$ cat src/rtl/wb_port_arbiter.sv
// wb_port_arbiter
//   Writeback scheduler for the dual-write-port architectural register file.
//   Each cycle it grants up to two of NREQ completed results in round-robin
//   order. It never grants two writes to the same nonzero register in one
//   cycle. The granted results are registered onto the two RF write ports.
//
// Ports
//   clk                  system clock, rising edge
//   rst                  asynchronous reset, active low
//   req_valid[NREQ]      requester i holds a result
//   req_addr[NREQ*AW]    destination register of requester i, bits [i*AW +: AW]
//   req_data[NREQ*DW]    result of requester i, bits [i*DW +: DW]
//   req_ready[NREQ]      combinational grant; transfer on valid & ready
//   we1/w_addr1/w_data1  RF write port 1 (registered)
//   we2/w_addr2/w_data2  RF write port 2 (registered)
//   wb_count[2]          grants made in the previous cycle (0..2)
module wb_port_arbiter #(
  parameter int NREQ = 4,
  parameter int AW   = 5,
  parameter int DW   = 32
) (
  input  logic               clk,
  input  logic               rst,
  input  logic [NREQ-1:0]    req_valid,
  input  logic [NREQ*AW-1:0] req_addr,
  input  logic [NREQ*DW-1:0] req_data,
  output logic [NREQ-1:0]    req_ready,
  output logic               we1,
  output logic [AW-1:0]      w_addr1,
  output logic [DW-1:0]      w_data1,
  output logic               we2,
  output logic [AW-1:0]      w_addr2,
  output logic [DW-1:0]      w_data2,
  output logic [1:0]         wb_count
);

  localparam int PW = (NREQ > 1) ? $clog2(NREQ) : 1;

  logic [PW-1:0] ptr;
  logic [PW-1:0] ptr_next;
  logic [PW-1:0] last_idx;

  logic          a_found, b_found;
  logic [PW-1:0] a_idx, b_idx;
  logic [AW-1:0] a_addr, b_addr;
  logic [DW-1:0] a_data, b_data;

  // Round-robin scan starting at ptr. The first valid requester takes port 1.
  // The next valid requester that does not collide with port 1's register
  // takes port 2. Requesters that collide are skipped, and the scan goes on
  // past them. r0 never collides, because it produces no write.
  always_comb begin
    int unsigned   j;
    logic [PW-1:0] idx;
    logic [AW-1:0] cand_addr;
    j         = 0;
    idx       = '0;
    cand_addr = '0;
    a_found   = 1'b0;
    b_found   = 1'b0;
    a_idx     = '0;
    b_idx     = '0;
    a_addr    = '0;
    for (int k = 0; k < NREQ; k++) begin
      j = int'(ptr) + k;
      if (j >= NREQ) j = j - NREQ;
      idx       = PW'(j);
      cand_addr = req_addr[idx*AW +: AW];
      if (req_valid[idx]) begin
        if (!a_found) begin
          a_found = 1'b1;
          a_idx   = idx;
          a_addr  = cand_addr;
        end else if (!b_found && ((cand_addr != a_addr) || (a_addr == '0))) begin
          b_found = 1'b1;
          b_idx   = idx;
        end
      end
    end
  end

  assign a_data = req_data[a_idx*DW +: DW];
  assign b_addr = req_addr[b_idx*AW +: AW];
  assign b_data = req_data[b_idx*DW +: DW];

  // Requesters are held off while in reset.
  always_comb begin
    req_ready = '0;
    if (rst) begin
      if (a_found) req_ready[a_idx] = 1'b1;
      if (b_found) req_ready[b_idx] = 1'b1;
    end
  end

  // The pointer moves to the requester after the last one granted.
  always_comb begin
    last_idx = b_found ? b_idx : a_idx;
    if (int'(last_idx) == NREQ - 1) ptr_next = '0;
    else                            ptr_next = last_idx + PW'(1);
  end

  always_ff @(posedge clk or negedge rst) begin
    if (!rst) begin
      ptr      <= '0;
      we1      <= 1'b0;
      w_addr1  <= '0;
      w_data1  <= '0;
      we2      <= 1'b0;
      w_addr2  <= '0;
      w_data2  <= '0;
      wb_count <= '0;
    end else begin
      // A grant to r0 is consumed, but it leaves the write enable low.
      we1 <= a_found && (a_addr != '0);
      we2 <= b_found && (b_addr != '0);
      if (a_found) begin
        w_addr1 <= a_addr;
        w_data1 <= a_data;
        ptr     <= ptr_next;
      end
      if (b_found) begin
        w_addr2 <= b_addr;
        w_data2 <= b_data;
      end
      wb_count <= {1'b0, a_found} + {1'b0, b_found};
    end
  end

endmodule

$ cat config.mk
export PLATFORM = sky130hd
export DESIGN_NAME = wb_port_arbiter
export DESIGN_NICKNAME = d
export VERILOG_FILES = /design/src/rtl/wb_port_arbiter.sv
export SDC_FILE = /design/constraint.sdc
export NUM_CORES = 1
export LEC_CHECK = 0
export ABC_CLOCK_PERIOD_IN_PS = 6300
export CORE_MARGIN = 2
export CORE_UTILIZATION = 65
export DETAILED_ROUTE_END_ITERATION = 12
export DONT_BUFFER_PORTS = 1
export GPL_TIMING_DRIVEN = 0
export PLACE_DENSITY = 0.81
export SYNTH_ARGS = -nofsm -noshare
export SYNTH_HDL_FRONTEND = slang
export SYNTH_SLANG_ARGS = --single-unit
export TNS_END_PERCENT = 30
$ cat constraint.sdc
create_clock -name clk -period 6.3 [get_ports clk]
set_clock_uncertainty 0.15 [all_clocks]
set_input_delay 1.26 -clock clk [delete_from_list [all_inputs] [get_ports clk]]
set_output_delay 1.26 -clock clk [all_outputs]
set_load 0.02 [all_outputs]
==> summary.md <==
The run gives 24300 um as the routed wire length. After detailed routing, the number of vias per cell comes to 6.69. The family with the most delay on the worst path was simple AND/OR/NAND/NOR gates. Of all nets on the critical path, the largest fanout is 10.

The clock network latency to the later pin of the worst-skew pair came out at 380 ps. The tools report the worst slack after detailed placement as -132 ps. The cell area that synthesis handed to floorplanning was 7080 um2. The cell count after placement is 1122. In this design, the stage delay of the slowest critical-path cell is 610 ps. Once detailed placement completed, the half-perimeter wirelength came to 18200 um. The area added between synthesis and finish came out at 5.89%.

The logs give 163 MHz for the fmax and 0 ps for the sum of negative setup slack. The number of port buffers works out to 0. Net switching is 56.5% of the power. The total number of H-tree levels was 3. Together, buffers and inverters on the worst path number 3. Summed over all cells, the static leakage comes to 3.20 nW. The tools report the required time of the critical path as 4890 ps. After synthesis, the netlist uses 84 different library cells.

The routed wirelength normalized by instance count came out at 21.3 um. The tools report the total inserted antenna cells as 0. Counting I/O delays and the setup requirement, the final critical path takes 6150 ps.

In the final layout, the share of cells above drive strength 1 is 14.2%. Data on the critical path arrives at its endpoint at 4740 ps. The first global-routing pass estimated 36700 um of wire. The die extent in y is 108 um, and the worst vdd rail ir drop is 0.000546 V. Summed over all layers, the global routing overflow is 0.

Once routing completed, OpenROAD measured the worst setup slack at 149 ps. Entering global routing, the biggest net connects 85 pins. The logs give 22.7% for the sequential power share and 6.3% for the relative contribution of the clock network to total power.

Clock-pin slew was measured on the worst setup and hold paths at 100 ps. The run gives 0 as the number of failing setup endpoints in the final timing report. Placeable core region: 10700 um2. The power density over the cells was 799 nW/um2. TritonCTS built the clock tree. The number of global-route vias before repair was 7201. After detailed placement, the total cell area comes to 7250 um2.

Most common cell after layout, fill and taps aside: sky130_fd_sc_hd__nand2_1. The logs give 0 for the number of antenna violations at the first check in global routing and 982 for the cell count after synthesis. Dividing the final minimum period by the clock period gives 97.6%. Of the total power, combinational logic draws 71.1%. After detailed routing, the number of remaining DRC violations is 0. The fraction of the yosys area taken by sequential cells came out at 28.3%.

The length of the first detailed-routing pass in iterations was 6. The number of nets with antenna violations after detailed routing came out at 0. The slowest stage of the critical path is the sky130_fd_sc_hd__mux4_2 cell. The routed layout has 7650 vias. The run gives 236 as the number of top-level design ports. The maximum count of clock buffers along a single path came out at 2. For this run, the number of Yosys warnings is 0. At the pin with the least slew margin, the transition time is 712 ps. The run finished with clean final reports.

The worst hold path belongs to the class in -> async. The die covers 11700 um2. Most common flop cell mapped by yosys: sky130_fd_sc_hd__dfrtp_1. Setup repair after global routing left no endpoint under its margin. Routability-driven placement finished with a final weighted congestion of 0.944. The tools report the clock sink count as 80. The critical path start-end classification is in -> out. Internal power comes to 2.60 mW.

Synthesis inferred 80 register bits. The number of nets handed over by synthesis was 1138. Counting the buffers created by CTS gives 9. The logs give 422 ps for the worst hold margin and 1143 for the non-filler instance count after layout. STA classifies the critical path startpoint as an input port. The root buffer selected by CTS was sky130_fd_sc_hd__clkbuf_8.

The top cell types in the final layout, fill and taps aside, are sky130_fd_sc_hd__nand2_1 (290), sky130_fd_sc_hd__nor2_1 (122), sky130_fd_sc_hd__dfrtp_1 (80). The final-stage net count came out at 1154. With fillers left out, the area of the finished cells amounts to 7490 um2. The number of max-slew violations in the final report is 0, and the horizontal extent of the die is 108 um. STA classifies the critical path endpoint as an output port. Dividing the synthesized area by the synthesized cell count gives 7.21 um2. The number of enable-type register cells in the synthesized netlist works out to 0. For this run, the total global-route usage over all layers was measured as 40.0%. Headroom to the max-slew limit came out at 51.3%.

Once the floorplan was initialized, standard cells occupied 65.9% of the core. Summed over all nets, the switching power comes to 3.38 mW. The final-report hold violation count was 0.

The max-capacitance violation count is 0. The starting DRC count in detailed routing was 796; the async set or reset register ratio after synthesis was 100%. The tools report the floorplan row count as 38. Walking the worst path, the cells encountered are clkbuf_2, mux4_2, nand2_1, a31oi_1, nor4b_2, o2111ai_2, and2_1, buf_2, o31ai_4, a21o_2, buf_2, nand2_1, o21ai_0, and2_1.
## layer usage
| layer | vias up | routed length, um | global-route usage, % | part of all wire (%) |
|---|---|---|---|---|
| met5 | - | 0 | 0 | 0 |
| met4 | 0 | 811 | 16.5 | 3.3 |
| met3 | 84 | 3140 | 11.2 | 13 |
| met2 | 542 | 11400 | 66.3 | 47 |
| met1 | 3512 | 8950 | 49.0 | 37 |
| li1 | 3512 | - | - | - |
## power groups by stage
| stage | clock network [mW] | registers [mW] | logic (mW) |
|---|---|---|---|
| after global placement | 0 | 1.35 | 4.00 |
| after CTS | 0.369 | 1.35 | 4.10 |
| after detailed placement | 0 | 1.36 | 4.10 |
| final | 0.375 | 1.36 | 4.25 |
| after global routing | 0.392 | 1.38 | 4.61 |
| after floorplan | 0 | 1.28 | 3.18 |
## synth_stat cells (3+ instances only)
cell,n,area (um2)
sky130_fd_sc_hd__nand3_1,72,360
sky130_fd_sc_hd__o21ai_1,21,105
sky130_fd_sc_hd__dfrtp_1,80,2000
sky130_fd_sc_hd__a31oi_1,4,25.0
sky130_fd_sc_hd__mux2_4,3,45.0
sky130_fd_sc_hd__o221a_1,3,33.8
sky130_fd_sc_hd__buf_1,7,26.3
sky130_fd_sc_hd__a211oi_1,7,52.6
sky130_fd_sc_hd__nand2_1,290,1090
sky130_fd_sc_hd__nor3_1,4,20.0
sky130_fd_sc_hd__o221ai_1,8,70.1
sky130_fd_sc_hd__o211a_1,3,30.0
sky130_fd_sc_hd__buf_6,7,78.8
sky130_fd_sc_hd__buf_4,5,37.5
sky130_fd_sc_hd__mux2_2,14,158
sky130_fd_sc_hd__and3_1,5,31.3
sky130_fd_sc_hd__nor2b_1,7,43.8
sky130_fd_sc_hd__and2_1,4,25.0
sky130_fd_sc_hd__nor2_1,122,458
sky130_fd_sc_hd__o22ai_1,5,31.3
sky130_fd_sc_hd__a41oi_1,3,26.3
sky130_fd_sc_hd__o211ai_1,6,45.0
sky130_fd_sc_hd__buf_2,20,100
sky130_fd_sc_hd__inv_1,6,22.5
sky130_fd_sc_hd__a21oi_1,24,120
sky130_fd_sc_hd__nand4_1,5,31.3
sky130_fd_sc_hd__mux4_2,8,180
sky130_fd_sc_hd__and4_1,3,26.3
sky130_fd_sc_hd__o21a_1,3,22.5
sky130_fd_sc_hd__o2111ai_1,3,26.3
sky130_fd_sc_hd__mux2i_1,23,230
sky130_fd_sc_hd__xnor2_1,4,35.0
sky130_fd_sc_hd__o21ai_0,64,320
sky130_fd_sc_hd__o221a_2,33,372
sky130_fd_sc_hd__clkbuf_1,40,150
sky130_fd_sc_hd__a21o_1,3,22.5
sky130_fd_sc_hd__nor4_1,5,31.3
## cell families after synthesis
group,Yosys count,share of synthesized area [%]
and+or+nand+nor,536,32.6
buffers and inverters,87,5.98
adders and majority gates,2,0.354
DFF,80,28.3
AOI/OAI and AO/OA,222,23.1
muxes,49,8.82
xor gates and xnor gates,6,0.849
## worst paths after layout
kind / from / end / slack [ps] / depth (start not counted)
min in group clk: w_addr2[0] / w_addr2[0] / 480 / 2
max in group asynchronous: rst / w_data2[3] / 5380 / 0
min: rst / ptr[0] / 420 / 0
max reg2reg: ptr[0] / w_data2[16] / 1800 / 14
max: req_valid[1] / req_ready[3] / 150 / 14
min reg2reg: w_addr2[0] / w_addr2[0] / 480 / 2
## per-stage QoR
stage                     power [mW]  util (%)
after floorplan                 4.45         -
after global placement          5.35      67.5
after detailed placement        5.46      67.5
after CTS                       5.82      69.2
after global routing            6.38      69.7
final                           5.99      69.7
## registers in the layout, indices dropped and copies added (netlist names)
| register | cells |
|---|---|
| w_data1 | 32 |
| w_addr1 | 5 |
| wb_count | 2 |
| w_addr2 | 5 |
| ptr | 2 |
| we1 | 1 |
| we2 | 1 |
| w_data2 | 32 |
## final cells by class
| class | count | area, um2 |
|---|---|---|
| Timing Repair Buffer | 5 | 35.0 |
| Inverter | 8 | 30.0 |
| Tap cell | 140 | 175 |
| Clock buffer | 9 | 124 |
| Buffer | 79 | 398 |
| Sequential cell | 80 | 2000 |
| Clock inverter | 7 | 55.1 |
| Fill cell | 966 | 3250 |
| Multi-Input combinational cell | 815 | 4670 |
## repair_timing
action                     in CTS  in global routing
buffers inserted                0                  4
hold buffers                    0                  0
setup endpoints to repair       2                  4
pin swaps                       0                  2
gates resized for setup         1                 12
Note: power is estimated with default switching activity, not from simulation.
